[src/rtl/event_packetizer.sv]
// rtl/event_packetizer.sv - timestamps granted pixel events and queues them in a FWFT FIFO
// Drops on overflow are counted (saturating) and flagged sticky until reset.
module event_packetizer #(
  parameter int X_WIDTH     = 4,
  parameter int Y_WIDTH     = 4,
  parameter int TS_WIDTH    = 16,
  parameter int TS_PRESCALE = 1,
  parameter int DEPTH       = 8,
  parameter int DROP_WIDTH  = 8,
  parameter int EVT_W       = 1 + TS_WIDTH + X_WIDTH + Y_WIDTH
) (
  input  logic                       clk_i,
  input  logic                       reset_i,
  input  logic                       enable_i,
  input  logic                       evt_valid_i,
  input  logic [X_WIDTH-1:0]         xadd_i,
  input  logic [Y_WIDTH-1:0]         yadd_i,
  input  logic                       pol_i,
  input  logic                       ts_clear_i,
  output logic                       evt_valid_o,
  output logic [EVT_W-1:0]           evt_data_o,
  input  logic                       evt_ready_i,
  output logic                       full_o,
  output logic                       empty_o,
  output logic [$clog2(DEPTH):0]     level_o,
  output logic                       overflow_o,
  output logic [DROP_WIDTH-1:0]      drop_cnt_o
);

  localparam int AW = $clog2(DEPTH);
  localparam int LW = AW + 1;
  localparam int PW = (TS_PRESCALE > 1) ? $clog2(TS_PRESCALE) : 1;

  logic [PW-1:0]         presc_q;
  logic [TS_WIDTH-1:0]   ts_q;
  logic [EVT_W-1:0]      mem [DEPTH];
  logic [AW-1:0]         wr_ptr_q;
  logic [AW-1:0]         rd_ptr_q;
  logic [LW-1:0]         level_q;
  logic [DROP_WIDTH-1:0] drop_q;
  logic                  ovf_q;

  logic push_req, push, pop, drop, tick;

  assign empty_o     = (level_q == '0);
  assign full_o      = (level_q == LW'(DEPTH));
  assign evt_valid_o = ~empty_o;
  assign evt_data_o  = empty_o ? '0 : mem[rd_ptr_q];
  assign level_o     = level_q;
  assign overflow_o  = ovf_q;
  assign drop_cnt_o  = drop_q;

  assign push_req = enable_i & evt_valid_i;
  assign pop      = evt_valid_o & evt_ready_i;
  // A full FIFO still accepts when the head leaves on the same edge.
  assign push     = push_req & (~full_o | pop);
  assign drop     = push_req & full_o & ~pop;
  assign tick     = (presc_q == PW'(TS_PRESCALE - 1));

  always_ff @(posedge clk_i) begin
    if (push) begin
      mem[wr_ptr_q] <= {pol_i, ts_q, xadd_i, yadd_i};
    end
  end

  always_ff @(posedge clk_i) begin
    if (!reset_i) begin
      presc_q  <= '0;
      ts_q     <= '0;
      wr_ptr_q <= '0;
      rd_ptr_q <= '0;
      level_q  <= '0;
      drop_q   <= '0;
      ovf_q    <= 1'b0;
    end else begin
      if (ts_clear_i) begin
        presc_q <= '0;
        ts_q    <= '0;
      end else if (tick) begin
        presc_q <= '0;
        ts_q    <= ts_q + TS_WIDTH'(1);
      end else begin
        presc_q <= presc_q + PW'(1);
      end

      if (push) wr_ptr_q <= wr_ptr_q + AW'(1);
      if (pop)  rd_ptr_q <= rd_ptr_q + AW'(1);

      if (push && !pop)      level_q <= level_q + LW'(1);
      else if (pop && !push) level_q <= level_q - LW'(1);

      if (drop) begin
        ovf_q <= 1'b1;
        if (drop_q != '1) drop_q <= drop_q + DROP_WIDTH'(1);
      end
    end
  end

endmodule

[config.mk]
export PLATFORM = sky130hd
export DESIGN_NAME = event_packetizer
export DESIGN_NICKNAME = d
export VERILOG_FILES = /design/src/rtl/event_packetizer.sv
export SDC_FILE = /design/constraint.sdc
export NUM_CORES = 1
export LEC_CHECK = 0
export CAP_MARGIN = 40
export CELL_PAD_IN_SITES_DETAIL_PLACEMENT = 1
export CELL_PAD_IN_SITES_GLOBAL_PLACEMENT = 1
export CORE_MARGIN = 2
export CORE_UTILIZATION = 46
export CTS_BUF_LIST = sky130_fd_sc_hd__clkbuf_4 sky130_fd_sc_hd__clkbuf_8 sky130_fd_sc_hd__clkbuf_16
export DETAILED_ROUTE_END_ITERATION = 10
export PLACE_DENSITY = 0.84
export SLEW_MARGIN = 5
export SYNTH_ARGS = -nofsm -noshare
export SYNTH_HDL_FRONTEND = slang
export SYNTH_SLANG_ARGS = --single-unit
export TNS_END_PERCENT = 10
[constraint.sdc]
create_clock -name clk_i -period 4.2 [get_ports clk_i]
set_input_delay 1.26 -clock clk_i [delete_from_list [all_inputs] [get_ports clk_i]]
set_output_delay 1.26 -clock clk_i [all_outputs]
set_load 0.02 [all_outputs]
==> flow_metrics.env <==
export IMPL_outcome="finished, final reports clean"
export IMPL_finish_utilization_pct=55.2
export IMPL_ff2ff_setup_slack_ns=1.21
export IMPL_most_common_layout_cells="edfxtp_1, clkdlybuf4s50_1, mux4_2, nor2_1, dfxtp_1"
export IMPL_syn2layout_area_growth_pct=18.4
export IMPL_die_y_um=147
export IMPL_slew_headroom_pct=57.3
export IMPL_yosysWarningCount=0
export IMPL_final_common_cell="edfxtp_1"
export IMPL_post_route_period_util_pct=96.2
export IMPL_powerDensity_mw_per_mm2=563
export IMPL_gp_congestion=0.753
export IMPL_ys_seq_elements=239
export IMPL_drive_gt1_share_pct=19.1
export IMPL_design_power_total_mw=6.25
export IMPL_r2r_cells=11
export IMPL_tritoncts="built"
export IMPL_htreeDepth=1
export IMPL_avgSynthCellArea_um2=17.7
export IMPL_fillers=1831
export IMPL_routed_wl_mm=21.6
export IMPL_hold_depth=2
export IMPL_async_flop_share_pct=0
export IMPL_hold_path_class="flip-flop to flip-flop"
export IMPL_holdWs_ns=0.499
export IMPL_cp_required_ns=2.94
export IMPL_worstReg2RegEnd="level_o[3]"
export IMPL_wl_per_cell_um=24.3
export IMPL_grt_pass1_vias=5597
export IMPL_syn_area_mm2=0.00936
export IMPL_ys_types=41
export IMPL_yosys_area_top_type_share_pct=64.1
export IMPL_vdd_drop_max_uv=348
export IMPL_die_w_um=147
export IMPL_num_rows=52
export IMPL_vias=5124
export IMPL_drv_slew=0
export IMPL_hold_start="overflow_o"
export IMPL_final_min_clock_period_ns=4.04
export IMPL_ys_top_cells_by_area="edfxtp_1, mux4_2, dfxtp_1"
export IMPL_synthCells=529
export IMPL_dr_pass1_iters=4
export IMPL_worst_pin_slew_ns=0.640
export IMPL_max_stage_delay_ns=0.65
export IMPL_placed_area_mm2=0.0103
export IMPL_initial_core_util_pct=46.6
export IMPL_setup_viol=0
export IMPL_port_buffers=55
export IMPL_root_buffer="clkbuf_16"
export IMPL_vias_per_cell=5.76
export IMPL_regToRegStartpoint="level_o[0]"
export IMPL_hold_violations=0
export IMPL_grt_first_pass_wirelength_mm=33.4
export IMPL_clkSinkCount=239
export IMPL_arrival_ns=2.78
export IMPL_yosysSeqAreaShare_pct=72.5
export IMPL_first_iter_violations=309
export IMPL_grt_max_degree=26
export IMPL_fin_area_mm2=0.0111
export IMPL_worst_setup_path_type="flip-flop to primary output"
export IMPL_place_hpwl_mm=12.8
export IMPL_drc=0
export IMPL_ys_flop_type="edfxtp_1"
export IMPL_cap_violations=0
export IMPL_power_leakage_nw=3.52
export IMPL_worst_clock_skew_ns=0.0148
export IMPL_nets=624
export IMPL_cts_made_buffers=24
export IMPL_critPathMaxFanout=20
export IMPL_yosys_area_top_type="edfxtp_1"
export IMPL_hold_path_endpoint="overflow_o"
export IMPL_cpMaxStageDelayCell="dfxtp_2"
export IMPL_multi_input_area_mm2=0.00249
export IMPL_dieArea_mm2=0.0215
export IMPL_tns_ns=0
export IMPL_cp_end_kind="primary output"
export IMPL_cts_clk_slew_worst_paths_ns=0.06
export IMPL_clockBufferDepth=3
export IMPL_antenna_found_initial=0
export IMPL_synth_edf_count=200
export IMPL_ant_nets=0
export IMPL_critPathLaunchType="flip-flop"
export IMPL_coreArea_mm2=0.0201
export IMPL_cp_cell_sequence="buf_4 -> mux4_2 -> mux2i_1 -> nor2_1 -> clkdlybuf4s50_1"
export IMPL_antenna_cells=0
export IMPL_boundaryPins=56
export IMPL_overflow=0
export IMPL_regArea_mm2=0.00679
export IMPL_max_clock_freq_mhz=247
export IMPL_grt_use_total_pct=20.4
export IMPL_grt_setup_unrepaired="false"
export IMPL_syn_nets=552
export IMPL_clk_latency_ns=0.52
area by class of cell:
class                           count  area share (%)
Sequential cell                   239            61.2
Clock inverter                     14           0.745
Tap cell                          270            3.05
Clock buffer                       30            5.82
Inverter                            8           0.282
Timing Repair Buffer               71            6.43
Multi-Input combinational cell    257            22.4
Yosys cell counts, drive strengths merged, types with 3 or more instances:
library cell    n
nor3            6
o31ai           3
buf             9
or4             6
nand2          18
nand2b          5
inv             6
or3             9
edfxtp        200
nand4           5
mux2i          29
a21oi          17
mux4           50
nand3          11
ha              7
and4            3
clkbuf         16
nor2           48
xor2           10
o21ai           9
dfxtp          39
layer usage:
layer | track usage [%] | part of all wire (%)
met3 | 2.63 | 4.3
met5 | 0 | 0
met2 | 38.7 | 55
met4 | 5.53 | 2.0
met1 | 24.5 | 39
repair_timing:
action,4_1_cts,5_1_grt
resized for setup,1,0
hold buffers,0,0
setup endpoints to repair,2,1
endpoints found under the hold margin,0,0
buffers inserted,0,1
per-stage QoR:
stage / instances / setup slack [ns]
2_1_floorplan: 529 / 0.235
6_report: 889 / 0.159
4_1_cts: 888 / 0.0205
5_1_grt: 889 / 0.0262
3_5_place_dp: 844 / 0.427
3_3_place_gp: 844 / 0.555
worst max-delay path: cells and delay by family (launching register included):
| family | cells | cell delay (ns) |
|---|---|---|
| flops | 1 | 0.65 |
| buf+inv | 2 | 0.94 |
| mux | 2 | 0.57 |
| simple gates | 1 | 0.09 |
sequential cells by signal, indices dropped and copies added, names as in the netlist, named ones only:
name        flops
drop_cnt_o      8
presc_q         1
ts_q           16
level_o         4
overflow_o      1
rd_ptr_q        3
wr_ptr_q        3
mem           200
cells by family after synthesis:
group	Yosys count	synth area share, %
DFF	239	72.5
buffers and inverters	33	1.40
muxes	79	15.1
and+or+nand+nor	119	6.31
other	1	0.0401
xor gates and xnor gates	12	1.12
AOI/OAI and AO/OA	38	2.37
adders and majority gates	8	1.15
worst max-delay path by stage:
| stage | cells past startpoint | slack, ns | endpoint |
|---|---|---|---|
| 5_1_grt | 5 | 0.03 | evt_data_o[5] |
| 6_report | 5 | 0.16 | evt_data_o[5] |
| 2_1_floorplan | 5 | 0.24 | mem[4][0] |
| 3_5_place_dp | 11 | 0.43 | level_o[3] |
| 4_1_cts | 5 | 0.02 | evt_data_o[5] |
| 3_3_place_gp | 11 | 0.56 | level_o[3] |
power breakdown:
group,internal (mW),switching [mW]
registers,2.61,0.0878
logic,0.768,0.818
clock network,1.10,0.861
No activity file was read; power rests on OpenSTA's default activity.
